<file path="src/rtl/regfile_dump_reader.sv">
// regfile_dump_reader: walks an inclusive address range on one asynchronous
// register-file read port and streams each word over a valid/ready handshake.
// Each word takes a FETCH cycle (address out, data captured) and at least one
// SEND cycle, so the stream runs at most one word every two cycles.
// busy and done are registered: done pulses in the cycle after the internal
// DONE state, and busy covers that pulse, so a new start is taken afterwards.
// Optional feature: define REGFILE_DUMP_CHECKSUM_EN to append an XOR checksum
// beat (out_addr=0, out_last=1) after the last data beat of a non-empty dump.
module regfile_dump_reader #(
    parameter int WORD_LEN   = 32,
    parameter int WORD_COUNT = 32,
    parameter int ADDR_LEN   = 5
) (
    input  logic                clk,
    input  logic                rst,
    input  logic                start,
    input  logic [ADDR_LEN-1:0] first_addr,
    input  logic [ADDR_LEN-1:0] last_addr,
    output logic [ADDR_LEN-1:0] rf_addr,
    input  logic [WORD_LEN-1:0] rf_data,
    output logic [WORD_LEN-1:0] out_data,
    output logic [ADDR_LEN-1:0] out_addr,
    output logic                out_valid,
    input  logic                out_ready,
    output logic                out_last,
    output logic                busy,
    output logic                done
);

`ifdef REGFILE_DUMP_CHECKSUM_EN
    typedef enum logic [2:0] {S_IDLE, S_FETCH, S_SEND, S_DONE, S_CHK} state_t;
`else
    typedef enum logic [1:0] {S_IDLE, S_FETCH, S_SEND, S_DONE} state_t;
`endif

    // Highest register in the file; a range reaching past it stops there.
    localparam logic [ADDR_LEN-1:0] LP_MAX_ADDR = ADDR_LEN'(WORD_COUNT - 1);

    state_t              r_state;
    state_t              w_next;
    logic [ADDR_LEN-1:0] r_cur;
    logic [ADDR_LEN-1:0] r_last;
    logic [WORD_LEN-1:0] r_out_data;
    logic [ADDR_LEN-1:0] r_out_addr;
    logic                r_out_valid;
    logic                r_out_last;
    logic                r_busy;
    logic                r_done;
`ifdef REGFILE_DUMP_CHECKSUM_EN
    logic [WORD_LEN-1:0] r_csum;
`endif

    logic w_accept;
    logic w_nonempty;
    logic w_at_end;
    logic w_xfer;

    assign w_accept   = (r_state == S_IDLE) && start && !r_busy;
    assign w_nonempty = (first_addr <= last_addr);
    // Termination is an equality compare on the current index, so cur never wraps.
    assign w_at_end   = (r_cur == r_last) || (r_cur == LP_MAX_ADDR);
    // out_valid is always high in SEND, so ready alone marks a transfer there.
    assign w_xfer     = (r_state == S_SEND) && out_ready;

    assign rf_addr   = r_cur;
    assign out_data  = r_out_data;
    assign out_addr  = r_out_addr;
    assign out_valid = r_out_valid;
    assign out_last  = r_out_last;
    assign busy      = r_busy;
    assign done      = r_done;

    // State register.
    always_ff @(posedge clk or posedge rst) begin
        if (rst) begin
            r_state <= S_IDLE;
        end else begin
            // NOTE: clocked state uses non-blocking assignments so every flop
            // samples pre-edge values regardless of statement order.
            r_state <= w_next;
        end
    end

    // Next-state selection.
    always_comb begin
        // NOTE: default first so every path assigns w_next and no latch forms.
        w_next = r_state;
        case (r_state)
            S_IDLE: begin
                if (w_accept) begin
                    w_next = w_nonempty ? S_FETCH : S_DONE;
                end
            end
            S_FETCH: w_next = S_SEND;
            S_SEND: begin
                if (w_xfer) begin
                    if (r_out_last) begin
                        w_next = S_DONE;
`ifdef REGFILE_DUMP_CHECKSUM_EN
                    end else if (w_at_end) begin
                        w_next = S_CHK;
`endif
                    end else begin
                        w_next = S_FETCH;
                    end
                end
            end
`ifdef REGFILE_DUMP_CHECKSUM_EN
            S_CHK:   w_next = S_SEND;
`endif
            S_DONE:  w_next = S_IDLE;
            default: w_next = S_IDLE;
        endcase
    end

    // Range registers, output beat registers, status flags and checksum.
    always_ff @(posedge clk or posedge rst) begin
        if (rst) begin
            r_cur       <= '0;
            r_last      <= '0;
            r_out_data  <= '0;
            r_out_addr  <= '0;
            r_out_valid <= 1'b0;
            r_out_last  <= 1'b0;
            r_busy      <= 1'b0;
            r_done      <= 1'b0;
`ifdef REGFILE_DUMP_CHECKSUM_EN
            r_csum      <= '0;
`endif
        end else begin
            r_busy <= (w_next != S_IDLE) || (r_state == S_DONE);
            r_done <= (r_state == S_DONE);

            if (w_accept) begin
                r_last <= last_addr;
                // An empty range never fetches, so rf_addr keeps its old value.
                if (w_nonempty) begin
                    r_cur <= first_addr;
                end
`ifdef REGFILE_DUMP_CHECKSUM_EN
                r_csum <= '0;
`endif
            end

            if (r_state == S_FETCH) begin
                r_out_data  <= rf_data;
                r_out_addr  <= r_cur;
                r_out_valid <= 1'b1;
`ifdef REGFILE_DUMP_CHECKSUM_EN
                r_out_last  <= 1'b0;
`else
                r_out_last  <= w_at_end;
`endif
            end

`ifdef REGFILE_DUMP_CHECKSUM_EN
            if (r_state == S_CHK) begin
                r_out_data  <= r_csum;
                r_out_addr  <= '0;
                r_out_valid <= 1'b1;
                r_out_last  <= 1'b1;
            end
`endif

            if (w_xfer) begin
                r_out_valid <= 1'b0;
                if (!r_out_last && !w_at_end) begin
                    r_cur <= r_cur + ADDR_LEN'(1);
                end
`ifdef REGFILE_DUMP_CHECKSUM_EN
                // Only data beats feed the checksum; the checksum beat has out_last set.
                if (!r_out_last) begin
                    r_csum <= r_csum ^ r_out_data;
                end
`endif
            end
        end
    end

endmodule
</file>
<file path="config.mk">
export PLATFORM = sky130hd
export DESIGN_NAME = regfile_dump_reader
export DESIGN_NICKNAME = d
export VERILOG_FILES = /design/src/rtl/regfile_dump_reader.sv
export SDC_FILE = /design/constraint.sdc
export NUM_CORES = 1
export LEC_CHECK = 0
export ABC_AREA = 1
export CAP_MARGIN = 10
export CORE_MARGIN = 8
export CORE_UTILIZATION = 47
export DETAILED_ROUTE_END_ITERATION = 8
export PLACE_DENSITY = 0.93
export SYNTH_ARGS = -nofsm -noshare
export SYNTH_HDL_FRONTEND = slang
export SYNTH_SLANG_ARGS = --single-unit
</file>
<file path="constraint.sdc">
create_clock -name clk -period 4 [get_ports clk]
set_input_delay 0.6 -clock clk [delete_from_list [all_inputs] [get_ports clk]]
set_output_delay 0.6 -clock clk [all_outputs]
set_load 0.005 [all_outputs]
</file>
# == After elaboration in Yosys (flattened, before gate mapping) ==
# Index checks and enable logic that the tools add are counted.
# totals
word_cells,39
rom_bits,0
in_bits,46
out_inout_bits,46
ram_bits,0
latch_bits,0
n_memories,0
reg_bits,53
# op_classes
n_mux,11
bitwise_logic,0
n_eq_ne,5
shifts,0
order_cmp,1
multipliers,0
add_sub_neg,1
reduce_logical,12
n_div,0
# ops
operator,n
$mux W5,4
$mux W2,4
$pmux W2 S4,1
$add A5 B1 Y5 const B,1
$eq A5 B5 Y1,1
$eq A5 B5 Y1 const B,1
$le A5 B5 Y1,1
$eq A2 B2 Y1 const B,2
$logic_and A1 B1 Y1,4
$reduce_bool A2 Y1,2
$logic_not A1 Y1,3
$eq A2 B1 Y1 const B,1
$logic_not A2 Y1,1
$logic_or A1 B1 Y1,2
$mux W1,2

# == Depth between registers and ports, before layout ==
# Gate-level depths: netlist of the first run.
# depth
word_depth,7
ltp_mapped,11
mapped_depth_nobuf,11

# == Worst setup path before layout of the first run ==
# No wires, ideal clock.
# synth_timing
path_type,in2reg
start,input last_addr[4]
end,register r_cur[2] (netlist: rf_addr[2])
stages,11
t_required_ns,3.882
setup_slack_ns,2.277
n_path_buf,0
setup_ns,0.118
t_arrival_ns,1.605
cell_sequence,inv_1 -> ha_1 -> nand2_1 -> nor2_1 -> nand2_1 -> nand3_1 -> nand2_1 -> nand2_1 -> nand2_1 -> nand3_1 -> nand2_1
# synth_between
elab_chain_cells,5
# synth_rtl
item,line,source
from (decl),18,"input logic [ADDR_LEN-1:0] last_addr,"
$le A5 B5 Y1 (*),59,assign w_nonempty = (first_addr <= last_addr);
$mux W5 (*),137,if (w_nonempty) begin
$mux W5 (*),134,if (w_accept) begin
$mux W5,167,if (!r_out_last && !w_at_end) begin
$mux W5 (*),165,if (w_xfer) begin
to (signal assigned),138,r_cur <= first_addr;
to (signal assigned),168,r_cur <= r_cur + ADDR_LEN'(1);
to (decl),41,logic [ADDR_LEN-1:0] r_cur;
# Every way passes the cells marked *; elsewhere a longest branch is shown, timed or not.
# A chain may end at the register's enable or synchronous reset.

# == Worst setup path in the final report of the first run ==
# layout_timing
start,input last_addr[4]
end,register r_cur[1] (netlist: rf_addr[1])
# Same word-level chain as after synthesis.

==> reports/metrics.sh, run 1 <==
CTS-ROOT-BUF='sky130_fd_sc_hd__clkbuf_8'
TOTALWIRELENGTH_MM=6.12
VDD.IR_DROP.WORST_V=0.000374
NUMBER_OF_CLOCK_BUFFERS_INSERTED_BY_TRITONCTS=5
NUMPLACEDINSTANCES=445
CTSHTREEMAXLEVEL=2
GRT_PASS1_WL_MM=9.66
DETAILROUTE.VIA_COUNT=2148
FIRST_GLOBAL_VIAS=2022
WORST_R2R_SETUP_SLACK_NS=1.98
WORST_CASE_REG_TO_REG_PATH_DEPTH=5
FLOORPLAN.INITIALDENSITY_PCT=48.0
HOLD_BUFFERS=0
MIN_PERIOD_NS=2.09
NUM_IO_PINS=92
UNREPAIRED_SETUP_ENDPOINTS_AFTER_GLOBAL_ROUTING='false'
SYNTH_ENABLE_FLOP_CELLS=0
FLOORPLAN.DIE.WIDTH_UM=87.8
GLOBALPLACE.CONGESTION=0.800
GRT_START_MAX_NET_PINS=54
PWR-SHARE-CLK_PCT=11.5
MAXCAPVIOLATIONS=0
PROPORTION_OF_REGISTER_BITS_WITH_ASYNCHRONOUS_SET_OR_RESET_AFTER_SYNTHESIS_PCT=100
INSERTION_DELAY_NS=0.30
CRITICAL_PATH.CELL_CHAIN='clkdlybuf4s50_1 -> inv_1 -> ha_1 -> nand2_1 -> nor2_1 -> nand2_1 -> nand3_1 -> nand2_1 -> nand2_1 -> nand2_1 -> nand3_1 -> nand2_1'
PER_CELL_VIA_COUNT_IN_THE_ROUTED_DESIGN=4.74
HOLD_CLASS='flip-flop to flip-flop'
DESIGN_POWER_TOTAL_mW=2.50
SYNTH_TOP_FLOP_CELL='sky130_fd_sc_hd__dfrtp_1'
FRACTION_OF_LAYOUT_CELLS_WITH_A_SIZE_SUFFIX_ABOVE_1_PCT=5.22
CRITICAL_PATH_PEAK_FANOUT=8
CLKTRANSATPATHREGS_NS=0.09
NUMBER_OF_SINKS_ON_THE_CLOCK_NET=53
CLOCKBUFFERDEPTH=2
NETLIST_TOP_CELLS_COUNT='sky130_fd_sc_hd__nand2_1 (141), sky130_fd_sc_hd__dfrtp_1 (53), sky130_fd_sc_hd__inv_1 (25)'
POWER_DENSITY_mW_PER_MM2=725
PLACEMENT_ROWS=26
INTERNAL-POWER_mW=1.56
SHARE_COMB_OF_TOTAL_POWER_PCT=49.7
FINALNONFILLERCELLS=453
FINAL_NET_COUNT=435
FINAL.FILL_COUNT=387
YOSYSMOSTFREQUENTCELL='sky130_fd_sc_hd__nand2_1'
DRCVIOLATIONCOUNT=0
CRIT_ARRIVAL_NS=2.29
FLIP_FLOP_AND_LATCH_COUNT_AFTER_SYNTHESIS=53
POST_CTS_RESIZED=0
SWITCHING_POWER_uW=939
LEAKAGEPOWER_nW=1.74
SYNTH.NET_COUNT=346
NETSWITCHINGFRACTION_PCT=37.5
CTS_TREE='done'
CORE-AREA_MM2=0.00504
SYNTH_SEQUENTIAL_AREA_RATIO_PCT=54.8
WORST_PATH_MAX_DELAY_CELL='sky130_fd_sc_hd__clkdlybuf4s50_1'
SYNTH_TOP_CELL_BY_AREA='sky130_fd_sc_hd__dfrtp_1'
DIE_Y_UM=87.8
SYNTH_TOP_CELLS_BY_AREA='sky130_fd_sc_hd__dfrtp_1 (55%), sky130_fd_sc_hd__nand2_1 (22%), sky130_fd_sc_hd__inv_1 (3.9%)'
POWER_FRAC_SEQ_PCT=38.8
FINALCLOCKSKEW_NS=0.00454
ANT_DIODES=0
WORSTHOLDSTART='out_data[14]$_DFFE_PP0P_'
WORSTSETUPSTARTPOINTTYPE='primary input'
CRITICAL_PATH.ENDPOINT_TYPE='flip-flop'
POST_SYNTH_INST_COUNT=293
WORST_PATH_LARGEST_CELL_DELAY_NS=0.48
DETAIL-ROUTE-ANTENNA-NETS=0
DETAILEDROUTE.FIRSTITERATIONVIOLATIONS=78
FINAL_CORE_UTILIZATION_PCT=68.4
ENDPOINT_WITH_THE_WORST_HOLD_SLACK='out_data[14]$_DFFE_PP0P_'
FINAL.SETUP.TNS_NS=0
SYNTH_TOP_AREA_SHARE_PCT=54.8
SETUP_VIOL=0
WL_PER_CELL_UM=13.5
POSTCTSSETUPREPAIRBUFS=0
MAX_SLEW.WORST_PIN.SLEW_NS=1.05
WORST-ENDPOINT-REQUIRED_NS=4.20
DRT_PASS1_ITERATIONS=4
SLEW_HEADROOM_PCT=29.7
GRT_USE_TOTAL_PCT=16.0
FLOORPLAN.DIE_AREA_MM2=0.00771
WORSTREG2REGEND='out_addr[2]$_DFFE_PP0P_'
POSTSYNTHAREAPERCELL_UM2=8.27
CELL_AREA_AFTER_TECHNOLOGY_MAPPING_MM2=0.00242
HOLDPATHSTAGES=2
FIN_CRIT_SH_PCT=52.2
FINALHOLDVIOLCOUNT=0
WORSTREG2REGSTART='r_state[0]$_DFF_PP0_'
RESULT_OF_THE_RUN='completed'
ANTENNA_FOUND_INITIAL=0
MAX_FREQ_MHz=479
AREA.GROWTH.SYNTH_TO_FINAL_PCT=42.4
TIMING.FINAL.MAX_SLEW_VIOLATIONS=0
SYNTHESIS.YOSYS.WARNINGS=0
CRITICALPATHCATEGORY='primary input to flip-flop'
CRITICAL-PATH-TOP-CELL-BY-COUNT='sky130_fd_sc_hd__nand2_1'
POST_SYNTH_NUM_CELL_TYPES=25
OVERFLOW=0
NUMPORTBUFFERS=91
DPL.HPWL_MM=4.76
-- final cells by class --
class	instances	area [um^2]	share of cell area, %
flip-flops and latches	53	1330	38.4
multi-input cells	202	933	27.1
repair buffers	91	911	26.4
inverters	29	109	3.16
well taps	70	87.6	2.54
clock buffers	6	72.6	2.10
clock inverters	2	10.0	0.290
-- registers in the layout, indices dropped and copies added (netlist names) --
register   cells
out_valid      1
busy           1
done           1
out_addr       5
out_data      32
r_last         5
r_state        2
out_last       1
rf_addr        5
-- worst max-delay path: cells and delay by family --
kind / cells / cell delay (ns)
fa+ha+maj: 1 / 0.29
buf+inv: 2 / 0.53
simple gates: 9 / 0.88
-- how the worst max path moves through the flow --
stage	from	slack [ns]	end	depth (start not counted)
after CTS	last_addr[4]	1.93	rf_addr[1]$_DFF_PP0_	12
after floorplan	rst	2.11	busy$_DFF_PP0_	1
after global placement	last_addr[4]	1.69	rf_addr[2]$_DFF_PP0_	12
final	last_addr[4]	1.91	rf_addr[1]$_DFF_PP0_	12
after detailed placement	last_addr[4]	1.60	rf_addr[1]$_DFF_PP0_	12
after global routing	last_addr[4]	1.74	rf_addr[1]$_DFF_PP0_	12
-- power groups by stage --
stage	clock network, mW	logic, mW	registers [mW]
after global routing	0.323	1.40	1.00
after CTS	0.295	1.27	0.969
after global placement	0	1.21	0.967
after detailed placement	0	1.26	0.979
after floorplan	0	0.595	0.987
final	0.288	1.24	0.971
-- placed cells by master (no fill, tap or decap), types with 2 or more instances in the layout --
cell and count:
sky130_fd_sc_hd__a21oi_1 4, sky130_fd_sc_hd__clkbuf_8 5, sky130_fd_sc_hd__clkdlybuf4s50_1 91, sky130_fd_sc_hd__clkinv_2 2
sky130_fd_sc_hd__dfrtp_1 53, sky130_fd_sc_hd__ha_1 7, sky130_fd_sc_hd__inv_1 24, sky130_fd_sc_hd__inv_2 5
sky130_fd_sc_hd__nand2_1 141, sky130_fd_sc_hd__nand3_1 10, sky130_fd_sc_hd__nand3b_1 3, sky130_fd_sc_hd__nand4_1 2
sky130_fd_sc_hd__nor2_1 13, sky130_fd_sc_hd__nor2_2 2, sky130_fd_sc_hd__o21ai_0 3, sky130_fd_sc_hd__o21ai_1 8
-- kinds of logic (layout without fill, tap and decap cells) --
kind of cell,count (synthesis),count (layout),synth area share [%]
xor gates and xnor gates,2,2,0.723
DFF,53,53,54.8
and+or+nand+nor,178,178,31.1
buffers and inverters,38,128,6.71
adders and majority gates,7,7,3.62
AOI/OAI and AO/OA,15,15,3.10
-- metrics by stage --
stage          cell area [um^2]  setup WS (ns)  hold slack (ns)
2_1_floorplan              2420           2.11            0.462
3_3_place_gp               3370           1.69            0.452
3_5_place_dp               3370           1.60            0.457
4_1_cts                    3450           1.93            0.479
5_1_grt                    3450           1.74            0.496
6_report                   3450           1.91            0.474
-- metal layers --
layer	vias up	part of all wire, %	GRT usage, %
met5	-	0	0
met4	0	1.7	6.41
met3	6	8.6	4.88
met2	74	48	26.7
met1	996	41	18.8
li1	1072	-	-
Power figures use the tool's default switching activity.
==> inputs of run 2 (changes only) <==
CORE_UTILIZATION = 40   (was 47)
PLACE_DENSITY = 0.85   (was 0.93)
clock period = 1.85 ns   (was 4 ns; I/O delays follow)
==> reports/metrics.sh, run 2 (same netlist as run 1, synthesis figures left out) <==
FINALHOLDVIOLCOUNT=0  # unchanged
INSERTION_DELAY_NS=0.30  # about the same
RESULT_OF_THE_RUN='completed'
CRITICAL_PATH.ENDPOINT_TYPE='flip-flop'
FLOORPLAN.DIE_AREA_MM2=0.00880  # +14%
HOLD_CLASS='primary input to async pin'
WL_MET3_UM=438  # -17%
DETAILROUTE.VIA_COUNT=2139  # -0.42%
FRACTION_OF_LAYOUT_CELLS_WITH_A_SIZE_SUFFIX_ABOVE_1_PCT=7.95  # +2.7 points
FINAL_AREA_MM2=0.00354  # +2.5%
CLOCKBUFFERDEPTH=2  # unchanged
MAXCAPVIOLATIONS=0  # unchanged
TOTALWIRELENGTH_MM=6.24  # +2.0%
FINALCLOCKSKEW_NS=0.00480  # +0.000256 ns
WORSTSETUPSTARTPOINTTYPE='primary input'
DETAIL-ROUTE-ANTENNA-NETS=0  # unchanged
CRIT_ARRIVAL_NS=1.98  # -0.31 ns
DR_WL_MET2_MM=3.07  # +3.7%
HOLD_BUFFERS=0  # unchanged
FLOORPLAN.DIE.WIDTH_UM=93.8  # +6.9%
SLEW_HEADROOM_PCT=67.4  # +38 points
AREA.GROWTH.SYNTH_TO_FINAL_PCT=46.0
DRCVIOLATIONCOUNT=0  # unchanged
POWER_DENSITY_mW_PER_MM2=1550  # +110%
VDD.IR_DROP.WORST_V=0.000623  # +67%
SETUP_VIOL=0  # unchanged
ANT_DIODES=0  # unchanged
MET1_LENGTH_MM=2.66  # +5.1%
FIRST_GLOBAL_VIAS=2132  # +5.4%
POSTCTSSETUPREPAIRBUFS=0  # unchanged
WORST-ENDPOINT-REQUIRED_NS=2.09  # -2.11 ns
DETAILEDROUTE.FIRSTITERATIONVIOLATIONS=66  # -15%
NUMBER_OF_CLOCK_BUFFERS_INSERTED_BY_TRITONCTS=5  # unchanged
PWR-SHARE-CLK_PCT=11.8  # +0.3 points
NETSWITCHINGFRACTION_PCT=37.5  # about the same
DPL.HPWL_MM=4.87  # +2.3%
NUMPORTBUFFERS=91  # unchanged
LARGEST_REGISTER_FFS=32  # unchanged
NUMBER_OF_SINKS_ON_THE_CLOCK_NET=53  # unchanged
GLOBALPLACE.CONGESTION=0.810  # +1.3%
LAYOUT.CELLS.MOST_COMMON_LIST='sky130_fd_sc_hd__nand2_1 (139), sky130_fd_sc_hd__clkdlybuf4s50_1 (91), sky130_fd_sc_hd__dfrtp_1 (53)'
OVERFLOW=0  # unchanged
CLKTRANSATPATHREGS_NS=0.10  # about the same
SHARE_COMB_OF_TOTAL_POWER_PCT=49.9  # +0.2 points
MAX_FREQ_MHz=573
INTERNAL-POWER_mW=3.43  # +120%
SWITCHING_POWER_mW=2.06  # +120%
GRT_PASS1_WL_MM=9.87  # +2.2%
FINAL_NET_COUNT=442  # +1.6%
MAX_SLEW.WORST_PIN.SLEW_NS=0.488  # -0.565 ns
CTS-ROOT-BUF='sky130_fd_sc_hd__clkbuf_8'
LEAKAGEPOWER_nW=1.78  # +2.2%
LAYOUT_COMMONEST_CELL='sky130_fd_sc_hd__nand2_1'
PER_CELL_VIA_COUNT_IN_THE_ROUTED_DESIGN=4.60  # -3.0%
MIN_PERIOD_NS=1.74
PLACEMENT_ROWS=28  # +7.7%
NUM_IO_PINS=92  # unchanged
FLOORPLAN.INITIALDENSITY_PCT=41.2  # -6.9 points
POST_CTS_RESIZED=0  # unchanged
GRT_USE_TOTAL_PCT=13.9  # -2.2 points
WL_PER_CELL_UM=13.4  # -0.61%
CTS_TREE='done'
GRT_START_MAX_NET_PINS=37  # -31%
UNREPAIRED_SETUP_ENDPOINTS_AFTER_GLOBAL_ROUTING='false'
FIN_CRIT_SH_PCT=94.3
CTSHTREEMAXLEVEL=2  # unchanged
CORE-AREA_MM2=0.00589  # +17%
DESIGN_POWER_TOTAL_mW=5.48  # +120%
DRT_PASS1_ITERATIONS=4  # unchanged
CRITICAL_PATH_PEAK_FANOUT=8  # unchanged
PLACE_AREA_MM2=0.00344  # +2.1%
TOP_LAYER='met4'
DIE_Y_UM=93.8  # +6.9%
POWER_FRAC_SEQ_PCT=38.3  # -0.5 points
ANTENNA_FOUND_INITIAL=0  # unchanged
TIMING.FINAL.MAX_SLEW_VIOLATIONS=0  # unchanged
CRITICALPATHCATEGORY='primary input to flip-flop'
FINAL.FILL_COUNT=500  # +29%
==> run 2: cell types whose count changed in the layout (fill, tap and decap cells not counted), sizes merged <==
cell / before / now
buf: 0 / 7
clkbuf: 6 / 5
clkinv: 2 / 1
clkinvlp: 0 / 1
inv: 29 / 30
==> run 2: final timing paths <==
check | startpoint | to | slack [ns] | depth (start not counted)
worst max-delay path | last_addr[4] | rf_addr[0]$_DFF_PP0_ | 0.11 | 11
worst min-delay path | rst | out_data[25]$_DFFE_PP0P_ | 0.30 | 2
worst max register to register | rf_addr[0]$_DFF_PP0_ | rf_addr[0]$_DFF_PP0_ | 0.34 | 9
worst min register to register | out_data[20]$_DFFE_PP0P_ | out_data[20]$_DFFE_PP0P_ | 0.48 | 2
max in group asynchronous | rst | out_data[22]$_DFFE_PP0P_ | 1.01 | 3
min in group clk | out_data[20]$_DFFE_PP0P_ | out_data[20]$_DFFE_PP0P_ | 0.48 | 2
==> run 2: worst max-delay path: stages <==
cell                              delay [ns]
sky130_fd_sc_hd__clkdlybuf4s50_1        0.47
sky130_fd_sc_hd__inv_1                  0.04
sky130_fd_sc_hd__ha_1                   0.28
sky130_fd_sc_hd__nand2_1                0.08
sky130_fd_sc_hd__nor2_2                 0.13
sky130_fd_sc_hd__nand2_1                0.07
sky130_fd_sc_hd__nand3_1                0.12
sky130_fd_sc_hd__nand2_2                0.13
sky130_fd_sc_hd__a21oi_1                0.20
sky130_fd_sc_hd__nor2_1                 0.07
sky130_fd_sc_hd__nor2_1                 0.11
==> run 2: power groups by stage <==
stage | logic [mW] | clock network, mW | registers, mW
finish | 2.74 | 0.647 | 2.10
global route | 3.05 | 0.729 | 2.17
CTS | 2.78 | 0.678 | 2.10
detailed placement | 2.77 | 0 | 2.12
global placement | 2.67 | 0 | 2.10
floorplan | 1.29 | 0 | 2.13
==> run 2: stage by stage <==
step	hold slack, ns	setup TNS (ns)	cells	utilization (%)	setup slack (ns)
2_1_floorplan	0.394	0	293	-	0.286
3_3_place_gp	0.453	-0.639	457	58.4	-0.145
3_5_place_dp	0.458	-1.16	457	58.4	-0.261
4_1_cts	0.314	0	465	59.9	0.0684
5_1_grt	0.326	0	465	60.1	0.00563
6_report	0.301	0	465	60.1	0.106
==> run 2: layout make-up <==
cell class / count / area (um^2) / share of cell area, %
clock buffer: 5 / 68.8 / 1.95
clock inverter: 3 / 21.3 / 0.602
inverter: 29 / 109 / 3.08
multi-input combinational: 202 / 941 / 26.6
sequential: 53 / 1330 / 37.5
tap: 75 / 93.8 / 2.65
timing repair buffer: 98 / 976 / 27.6
==> run 2: per-layer routing <==
layer	up-vias	global-route usage (%)
met1	980	16.3
met4	0	4.89
met3	7	3.28
li1	1085	-
met2	67	24.0
met5	-	0
